### src/rtl/square_animator.sv
// -----------------------------------------------------------------------------
// square_animator
//
// Pixel-generation stage fed by the 800x600 VGA timing driver. It moves one
// solid square across the screen. The square bounces off the screen edges and
// changes colour on every frame that contains a bounce.
//
// Ports
//   i_clk         base clock
//   i_rst         synchronous, active-high reset (priority over all inputs)
//   i_pix_stb     pixel strobe, one i_clk cycle wide
//   i_x, i_y      current pixel position from the timing driver
//   i_active      high during active drawing
//   i_animate     end-of-active-frame tick, held for one full pixel period
//   i_freeze      request to pause motion (sampled only on the frame tick)
//   o_r/o_g/o_b   registered 4-bit colour channels, one strobe of latency
//   o_bounce_cnt  saturating count of frames that contained a bounce
//   o_frozen      high while motion is paused
//
// Optional build macro
//   SQUARE_BORDER_EN : draws a white 1-pixel border on the outermost active
//                      rows/columns, on top of the square.
// -----------------------------------------------------------------------------
module square_animator #(
  parameter int H_RES = 800,
  parameter int V_RES = 600,
  parameter int SIZE  = 40,
  parameter int IX    = 400,
  parameter int IY    = 300,
  parameter int H_DIR = 1,
  parameter int V_DIR = 1,
  parameter int SPEED = 2
) (
  input  logic        i_clk,
  input  logic        i_rst,
  input  logic        i_pix_stb,
  input  logic [10:0] i_x,
  input  logic [9:0]  i_y,
  input  logic        i_active,
  input  logic        i_animate,
  input  logic        i_freeze,
  output logic [3:0]  o_r,
  output logic [3:0]  o_g,
  output logic [3:0]  o_b,
  output logic [7:0]  o_bounce_cnt,
  output logic        o_frozen
);

  // Axis limits. The "threshold" values are the last position from which a
  // full SPEED step would reach or pass the edge, so the bounce clamps there.
  localparam logic [10:0] X_HALF  = 11'(SIZE);
  localparam logic [10:0] X_STEP  = 11'(SPEED);
  localparam logic [10:0] X_MIN   = 11'(SIZE);
  localparam logic [10:0] X_MAX   = 11'(H_RES - SIZE);
  localparam logic [10:0] X_LO_TH = 11'(SIZE + SPEED);
  localparam logic [10:0] X_HI_TH = 11'(H_RES - SIZE - SPEED);
  localparam logic [10:0] X_INIT  = 11'(IX);

  localparam logic [9:0]  Y_HALF  = 10'(SIZE);
  localparam logic [9:0]  Y_STEP  = 10'(SPEED);
  localparam logic [9:0]  Y_MIN   = 10'(SIZE);
  localparam logic [9:0]  Y_MAX   = 10'(V_RES - SIZE);
  localparam logic [9:0]  Y_LO_TH = 10'(SIZE + SPEED);
  localparam logic [9:0]  Y_HI_TH = 10'(V_RES - SIZE - SPEED);
  localparam logic [9:0]  Y_INIT  = 10'(IY);

`ifdef SQUARE_BORDER_EN
  localparam logic [10:0] X_LAST  = 11'(H_RES - 1);
  localparam logic [9:0]  Y_LAST  = 10'(V_RES - 1);
`endif

  typedef enum logic [0:0] {
    ST_RUN  = 1'b0,
    ST_HOLD = 1'b1
  } state_t;

  // Palette lookup: index 3 is unreachable and maps to black.
  function automatic logic [11:0] palette_rgb(input logic [1:0] idx);
    logic [11:0] rgb;
    case (idx)
      2'd0:    rgb = 12'hF00;
      2'd1:    rgb = 12'h0F0;
      2'd2:    rgb = 12'h00F;
      default: rgb = 12'h000;
    endcase
    return rgb;
  endfunction

  state_t      state_r, state_n_s;
  logic [10:0] cx_r, cx_n_s;
  logic [9:0]  cy_r, cy_n_s;
  logic        dx_r, dx_n_s;
  logic        dy_r, dy_n_s;
  logic [1:0]  pal_r, pal_n_s;
  logic [7:0]  cnt_r, cnt_n_s;
  logic        frozen_r;
  logic [11:0] rgb_r, rgb_n_s;

  logic        tick_s;
  logic        move_s;
  logic        x_bounce_s;
  logic        y_bounce_s;
  logic        in_sq_s;

  assign tick_s = i_pix_stb & i_animate;

  // Pause/run control: the state only changes on a frame tick, and the tick
  // that changes state never moves the square.
  always_comb begin
    state_n_s = state_r;
    move_s    = 1'b0;
    if (tick_s) begin
      case (state_r)
        ST_RUN: begin
          if (i_freeze) begin
            state_n_s = ST_HOLD;
          end else begin
            move_s = 1'b1;
          end
        end
        ST_HOLD: begin
          if (!i_freeze) begin
            state_n_s = ST_RUN;
          end else begin
            state_n_s = ST_HOLD;
          end
        end
        default: state_n_s = ST_RUN;
      endcase
    end else begin
      state_n_s = state_r;
    end
  end

  // Per-axis motion with edge clamping and direction reversal.
  always_comb begin
    cx_n_s     = cx_r;
    cy_n_s     = cy_r;
    dx_n_s     = dx_r;
    dy_n_s     = dy_r;
    x_bounce_s = 1'b0;
    y_bounce_s = 1'b0;
    if (move_s) begin
      if (dx_r) begin
        if (cx_r >= X_HI_TH) begin
          cx_n_s     = X_MAX;
          dx_n_s     = 1'b0;
          x_bounce_s = 1'b1;
        end else begin
          cx_n_s = cx_r + X_STEP;
        end
      end else begin
        if (cx_r <= X_LO_TH) begin
          cx_n_s     = X_MIN;
          dx_n_s     = 1'b1;
          x_bounce_s = 1'b1;
        end else begin
          cx_n_s = cx_r - X_STEP;
        end
      end
      if (dy_r) begin
        if (cy_r >= Y_HI_TH) begin
          cy_n_s     = Y_MAX;
          dy_n_s     = 1'b0;
          y_bounce_s = 1'b1;
        end else begin
          cy_n_s = cy_r + Y_STEP;
        end
      end else begin
        if (cy_r <= Y_LO_TH) begin
          cy_n_s     = Y_MIN;
          dy_n_s     = 1'b1;
          y_bounce_s = 1'b1;
        end else begin
          cy_n_s = cy_r - Y_STEP;
        end
      end
    end else begin
      cx_n_s = cx_r;
      cy_n_s = cy_r;
    end
  end

  // Colour and bounce counter advance once per frame with any bounce, even
  // when both axes bounce together.
  always_comb begin
    pal_n_s = pal_r;
    cnt_n_s = cnt_r;
    if (x_bounce_s | y_bounce_s) begin
      if (pal_r == 2'd2) begin
        pal_n_s = 2'd0;
      end else begin
        pal_n_s = pal_r + 2'd1;
      end
      if (cnt_r == 8'hFF) begin
        cnt_n_s = cnt_r;
      end else begin
        cnt_n_s = cnt_r + 8'd1;
      end
    end else begin
      pal_n_s = pal_r;
    end
  end

  // Square hit test. cx >= SIZE always, so the subtraction cannot wrap.
  assign in_sq_s = (i_x >= (cx_r - X_HALF)) && (i_x < (cx_r + X_HALF)) &&
                   (i_y >= (cy_r - Y_HALF)) && (i_y < (cy_r + Y_HALF));

  // Next pixel colour: black in blanking, square colour on a hit.
  always_comb begin
    rgb_n_s = 12'h000;
    if (i_active) begin
`ifdef SQUARE_BORDER_EN
      if ((i_x == 11'd0) || (i_x == X_LAST) ||
          (i_y == 10'd0) || (i_y == Y_LAST)) begin
        rgb_n_s = 12'hFFF;
      end else if (in_sq_s) begin
        rgb_n_s = palette_rgb(pal_r);
      end else begin
        rgb_n_s = 12'h000;
      end
`else
      if (in_sq_s) begin
        rgb_n_s = palette_rgb(pal_r);
      end else begin
        rgb_n_s = 12'h000;
      end
`endif
    end else begin
      rgb_n_s = 12'h000;
    end
  end

  // Animation state registers.
  always_ff @(posedge i_clk) begin
    if (i_rst) begin
      state_r  <= ST_RUN;
      cx_r     <= X_INIT;
      cy_r     <= Y_INIT;
      dx_r     <= 1'(H_DIR);
      dy_r     <= 1'(V_DIR);
      pal_r    <= 2'd0;
      cnt_r    <= 8'd0;
      frozen_r <= 1'b0;
    end else begin
      state_r  <= state_n_s;
      cx_r     <= cx_n_s;
      cy_r     <= cy_n_s;
      dx_r     <= dx_n_s;
      dy_r     <= dy_n_s;
      pal_r    <= pal_n_s;
      cnt_r    <= cnt_n_s;
      frozen_r <= (state_n_s == ST_HOLD);
    end
  end

  // Output colour register: loads on each pixel strobe, holds in between.
  always_ff @(posedge i_clk) begin
    if (i_rst) begin
      rgb_r <= 12'h000;
    end else if (i_pix_stb) begin
      rgb_r <= rgb_n_s;
    end else begin
      rgb_r <= rgb_r;
    end
  end

  assign o_r          = rgb_r[11:8];
  assign o_g          = rgb_r[7:4];
  assign o_b          = rgb_r[3:0];
  assign o_bounce_cnt = cnt_r;
  assign o_frozen     = frozen_r;

endmodule

### config.mk
export PLATFORM = sky130hd
export DESIGN_NAME = square_animator
export DESIGN_NICKNAME = d
export VERILOG_FILES = /design/src/rtl/square_animator.sv
export SDC_FILE = /design/constraint.sdc
export NUM_CORES = 1
export LEC_CHECK = 0
export BUFFER_PORTS_ARGS = -buffer_cell sky130_fd_sc_hd__buf_4
export CAP_MARGIN = 5
export CELL_PAD_IN_SITES_DETAIL_PLACEMENT = 0
export CELL_PAD_IN_SITES_GLOBAL_PLACEMENT = 1
export CORE_MARGIN = 4
export CORE_UTILIZATION = 39
export DETAILED_ROUTE_END_ITERATION = 7
export PLACE_DENSITY = 0.82
export SLEW_MARGIN = 5
export SYNTH_ARGS = -nofsm -noshare
export SYNTH_HDL_FRONTEND = slang
export SYNTH_SLANG_ARGS = --single-unit
export TNS_END_PERCENT = 100
### constraint.sdc
create_clock -name i_clk -period 2.8 [get_ports i_clk]
set_clock_uncertainty 0.15 [all_clocks]
set_input_delay 0.42 -clock i_clk [delete_from_list [all_inputs] [get_ports i_clk]]
set_output_delay 0.42 -clock i_clk [all_outputs]
set_load 0.01 [all_outputs]
; ---- Word level (Yosys, flattened, before mapping)
; Index checks and enable logic that the tools add are counted.
[word_totals]
n_memories = 0
in_bits = 27
rom_bits = 0
regBits = 46
latch_bits = 0
mem_bits_rw = 0
elab_cells = 63
out_inout_bits = 21
[classes]
n_reduce_logical = 5
order_cmp = 8
addsub = 10
eq_ne = 3
mul = 0
n_div = 0
bitwise = 3
shifts = 0
mux = 26
[op_table]
columns = cell, count
row1 = $pmux W12 S3, 1
row2 = $mux W11, 3
row3 = $mux W10, 3
row4 = $mux W12, 2
row5 = $mux W1, 16
row6 = $add A11 B2 Y11 const B, 1
row7 = $add A11 B6 Y11 const B, 1
row8 = $ge A11 B10 Y1 const B, 1
row9 = $ge A11 B11 Y1, 1
row10 = $le A11 B6 Y1 const B, 1
row11 = $lt A11 B11 Y1, 1
row12 = $sub A11 B2 Y11 const B, 1
row13 = $sub A11 B6 Y11 const B, 1
row14 = $add A10 B2 Y10 const B, 1
row15 = $add A10 B6 Y10 const B, 1
row16 = $ge A10 B10 Y1, 1
row17 = $ge A10 B10 Y1 const B, 1
row18 = $le A10 B6 Y1 const B, 1
row19 = $lt A10 B10 Y1, 1
row20 = $sub A10 B2 Y10 const B, 1
row21 = $sub A10 B6 Y10 const B, 1
row22 = $add A8 B1 Y8 const B, 1
row23 = $eq A8 B8 Y1 const B, 1
row24 = $logic_and A1 B1 Y1, 3
row25 = other kinds (9), 9

; ---- Longest topological paths before layout
[logic_depth]
ltp_word = 7
mapped_depth = 13
ltp_nobuf = 12

; ---- Least setup slack after synthesis
; OpenSTA, ideal clock, no wires.
[synth_path]
path_kind = register to register
start = reg cy_r[3]
end = reg rgb_r[3]
setup_ns = 0.136
synth_period_minus_slack_ns = 2.817
n_path_buf = 1
arrival_ns = 2.532
t_required_ns = 2.514
stages_incl_launch_ff = 14
slack_ns = -0.017
path_cell_list = dfxtp_1 > clkbuf_1 > inv_1 > ha_1 > inv_1 > a21oi_1 > xnor2_1 > ha_1 > a21o_1 > a21o_1 > a221o_1 > o22a_1 > o2111ai_1 > o32ai_1
[synth_via]
elab_chain_cells = 6
elab_cells_between_ends = 8
cone_classes = add/sub (2) / order compare (2) / mux (2) / reduce/logical (2)
[synth_lines]
columns = element, line
row1 = start: declaration, 91  ; logic [9:0] cy_r, cy_n_s;
row2 = start signal: assignment, 248  ; cy_r <= cy_n_s;
row3 = $sub A10 B6 Y10, 207  ; (i_y >= (cy_r - Y_HALF)) && (i_y < (cy_r + Y_HALF));
row4 = $ge A10 B10 Y1, 207
row5 = $logic_and A1 B1 Y1, 206  ; assign in_sq_s = (i_x >= (cx_r - X_HALF)) && (i_x < (cx_r + X_HALF)) &&
row6 = $logic_and A1 B1 Y1 *, 207
row7 = $mux W12 *, 223  ; if (in_sq_s) begin
row8 = $mux W12 *, 212  ; if (i_active) begin
row9 = end signal: assignment, 262  ; rgb_r <= rgb_n_s;
row10 = end signal: assignment, 264  ; rgb_r <= rgb_r;
row11 = end: declaration, 97  ; logic [11:0] rgb_r, rgb_n_s;
; Every way passes the cells marked *; elsewhere a longest branch is shown, timed or not.
; A chain may end at the register's enable or synchronous reset.

; ---- Worst setup path after layout
[layout_path]
start = reg cy_r[3]
end = reg rgb_r[7]
; The elaborated chain is that of the path after synthesis.

==> results.md <==
STA:
- At the pin with the least slew margin, the transition time is 0.506 ns.
- The maximum operating frequency is 368 MHz.
- The final hold violation count is 0.
- The relative slew slack is between 60% and 70%.
- The number of setup violations in the final report is 0.
- The shortest clock period the worst path allows after layout is 2.72 ns.
- The final count of pins violating max slew is 0.
- The final sum of negative setup slack is 0 ns.
- The final clock period utilization by the worst path is a little over nine tenths.

Route:
- The detailed router used layers up to and including met4.
- The detail-routed via count per cell is between 5 and 6.
- For this block, wires on met1 add up to ~4100 µm.
- The wire length reported by the detailed router is 8920 µm.
- The detailed-route wire length per cell is 15.1 µm.
- Summed over all nets, wire length on met3 after detailed routing comes to roughly 420 µm.
- The first routing iteration left 194 violations.
- In this run the remaining antenna-violating nets after routing total 0.
- The number of optimization iterations in the first detailed-route pass is 5.
- The overall via count from detail_route is about 3400.
- Wire segments on met2 add up to 4290 µm in the final route.
- The DRC violations left is 0.

Synthesis:
- The average cell area after synthesis is ~7.9 µm².
- The synthesized design contains 0 enable-type register cells.
- The synthesized netlist devotes roughly 28% of its cell area to compound gates.
- During synthesis, Yosys emitted a total of 0 warnings.
- Summing the areas of all fa, ha and maj instances in the mapped netlist gives 16.6% of the synthesized area.
- The combinational family with the most area after synthesis is compound AO/OA/AOI/OAI gates.
- The area fraction in and, or, nand and nor cells after synthesis is 20.4%.
- Counting flops and latches in the post-synthesis netlist gives 35.
- The main flop type after synthesis is dfxtp_1.
- Counting every instance in the synthesized netlist gives 437.
- The share of flip-flops with an asynchronous set or reset after synthesis is 0%.
- The distinct cell type count after synthesis is 63.
- The xor and xnor fraction of the mapped netlist area is 5.57%.
- Sequential cells were found to cover about a fifth of the synthesized design area.
- The mapped netlist covers 3460 µm².
- The net count after synthesis is 510.
- In this run the biggest area consumer among cell types represents 20.3% of the synthesized area.
- The mux share of post-synthesis cell area is between 1.5 and 2%.
- By area the synthesized netlist is led by dfxtp_1, ha_1, a21oi_1, nand2_1, xnor2_1.
- The synthesized design spends more area on one cell type than any other, namely dfxtp_1.

Placed design:
- Once placement completed, the tool counted placed cells totaling just under 600.
- The global placer's final weighted congestion is approximately 0.84.
- During placement, the flow inserted port buffers numbering 46.
- The half-perimeter wire length after detailed placement is 6790 µm.

Critical path:
- The category of the most critical setup path is reg -> reg.
- The startpoint class of the critical path is a register.
- For the worst setup path, the data required time is between 2 and 3 ns.
- The worst setup path is captured at a register.
- Data on the critical path arrives at its endpoint at 2.73 ns.
- The largest fanout on the critical path is 3.

Job:
- The reported max-cap violation count is 0.

Floorplanning:
- After floorplanning, the core was sized to cover 8680 µm².
- The count of boundary I/O pins is 48.
- Row generation in the floorplan step produced 34 rows.
- In this run the horizontal extent of the chip is 102 µm.
- The die area is ~10000 µm².
- The initial core utilization is 39.9%.
- The die extent in y is 102 µm.

Outcome:
- The run finished with clean final reports.

Final layout:
- In the final layout, the share of cells above drive strength 1 is 22.9%.
- In the final design database the tool counted 556 nets.
- Excluding fillers, the count of instances in the completed layout stands at 592.
- The area growth from synthesis to layout is 20.4%.
- The count of inserted antenna diode cells is 0.

Global route:
- The via count of the first global-routing pass is 3075.
- The maximum number of pins on one net before global-route repair is 42.
- The global-route usage over all layers is 16.9%.
- The initial antenna violation count came to 0.
- The total global routing overflow is 0.
- The first-pass GRT wire length is around 14000 µm.

CTS:
- CTS placed an instance of clkbuf_8 at the clock tree root.
- The clock transition at the registers of the reported paths is 0.08 ns.
- The clock reaches the later pin of the worst-skew pair after roughly 0.29 ns.
- For this design, the CTS-stage hold fixing added 0 buffers.
- The clock sink count is 35.
- The clock tree from TritonCTS is yes.
- The deepest clock path buffer count is 2.
- In this run, CTS created clock tree buffers numbering 5.
- The H-tree was split into 2 levels.

Power and ir drop:
- The leakage power of the design is 0.00170 µW.
- The power density normalized to cell area is 265 nW/µm².
- The worst-case IR drop observed on VDD is ~160 µV.

Min path:
- The tightest min-delay check is of the in -> reg type.
[worst max-delay path, stage by stage, from the launching register on]
cell and delay (ns):
dfxtp_1 0.35, inv_2 0.06, ha_4 0.16, inv_2 0.06, a21oi_2 0.05, xnor2_1 0.21
ha_1 0.28, a21o_1 0.18, a21o_1 0.16, a221o_1 0.35, o22a_1 0.24, o2111ai_4 0.15
buf_6 0.14, o32ai_1 0.05
[placed cells by master, fill, tap and decap left out, types with 7 or more instances in the layout]
cell type,instances
xor2_1,10
inv_1,13
or3_1,10
xnor2_1,12
ha_1,44
nand2_1,34
o211ai_1,7
a21oi_1,34
a21o_1,8
a22oi_1,7
nor2_1,27
o21ai_0,18
nand3_1,13
nor3_1,9
buf_4,75
dfxtp_1,30
[cell usage after synthesis, drive strengths merged (7+ instances only)]
cell	count
a211oi	7
o21ai	21
a21o	8
buf	14
a22oi	7
inv	16
ha	46
nor2	27
o211ai	7
dfxtp	35
or3	11
xnor2	12
nand2	34
nor3	10
a21oi	38
clkbuf	24
xor2	10
nand3	13
[power by group]
part / leakage, µW / switching [µW] / internal, µW
clock: 0.0000422 / 194 / 175
sequential: 0.000285 / 10.8 / 504
combinational: 0.00138 / 120 / 98.7
[registers in the layout (all words and copies together) (netlist names)]
signal	count
cx_r	10
o_frozen	1
rgb_r	3
dx_r	1
cy_r	9
dy_r	1
pal_r	2
o_bounce_cnt	8
[per-layer routing]
layer | vias up | global-route usage [%]
met2 | 78 | 28.1
met1 | 1587 | 23.5
met5 | - | 0
met3 | 9 | 2.73
li1 | 1727 | -
met4 | 0 | 2.83
[cell families after synthesis]
logic type | after synthesis
compound gates | 138
xor+xnor | 22
fa+ha+maj | 46
buf+inv | 54
flops | 35
mux | 6
simple gates | 136
[cell type report]
type | count | area [µm²]
Timing Repair Buffer | 77 | 594
Fill cell | 891 | 4510
Clock buffer | 7 | 76.3
Multi-Input combinational cell | 348 | 2590
Clock inverter | 1 | 5.00
Inverter | 16 | 60.1
Sequential cell | 35 | 707
Tap cell | 108 | 135
[per-stage QoR]
| step | setup WS, ns | area, µm² | hold WS, ns | utilization, % | power (µW) |
|---|---|---|---|---|---|
| 2_1_floorplan | 0.00681 | 3460 | 0.304 | - | 655 |
| 3_3_place_gp | 0.0890 | 3980 | 0.331 | 45.8 | 729 |
| 3_5_place_dp | -0.0102 | 3980 | 0.346 | 45.8 | 734 |
| 4_1_cts | 0.0223 | 4060 | 0.248 | 46.8 | 1110 |
| 5_1_grt | -0.00312 | 4170 | 0.235 | 48.0 | 1170 |
| 6_report | 0.0791 | 4170 | 0.250 | 48.0 | 1100 |
[final timing paths]
kind,from,end,slack (ns),depth (start not counted)
worst max register to register,cy_r[3]$_SDFFE_PP1P_,rgb_r[7]$_SDFFE_PP0P_,0.08,13
worst max-delay path,cy_r[3]$_SDFFE_PP1P_,rgb_r[7]$_SDFFE_PP0P_,0.08,13
worst min-delay path,i_pix_stb,rgb_r[7]$_SDFFE_PP0P_,0.25,2
worst min register to register,o_bounce_cnt[7]$_SDFFE_PP0P_,o_bounce_cnt[7]$_SDFFE_PP0P_,0.35,2
[repair_timing]
action | CTS | global route
gates cloned | 0 | 0
pin swaps | 0 | 6
resized for setup | 1 | 23
buffers inserted | 0 | 3
setup endpoints to repair | 1 | 7
No activity file was read; power rests on OpenSTA's default activity.
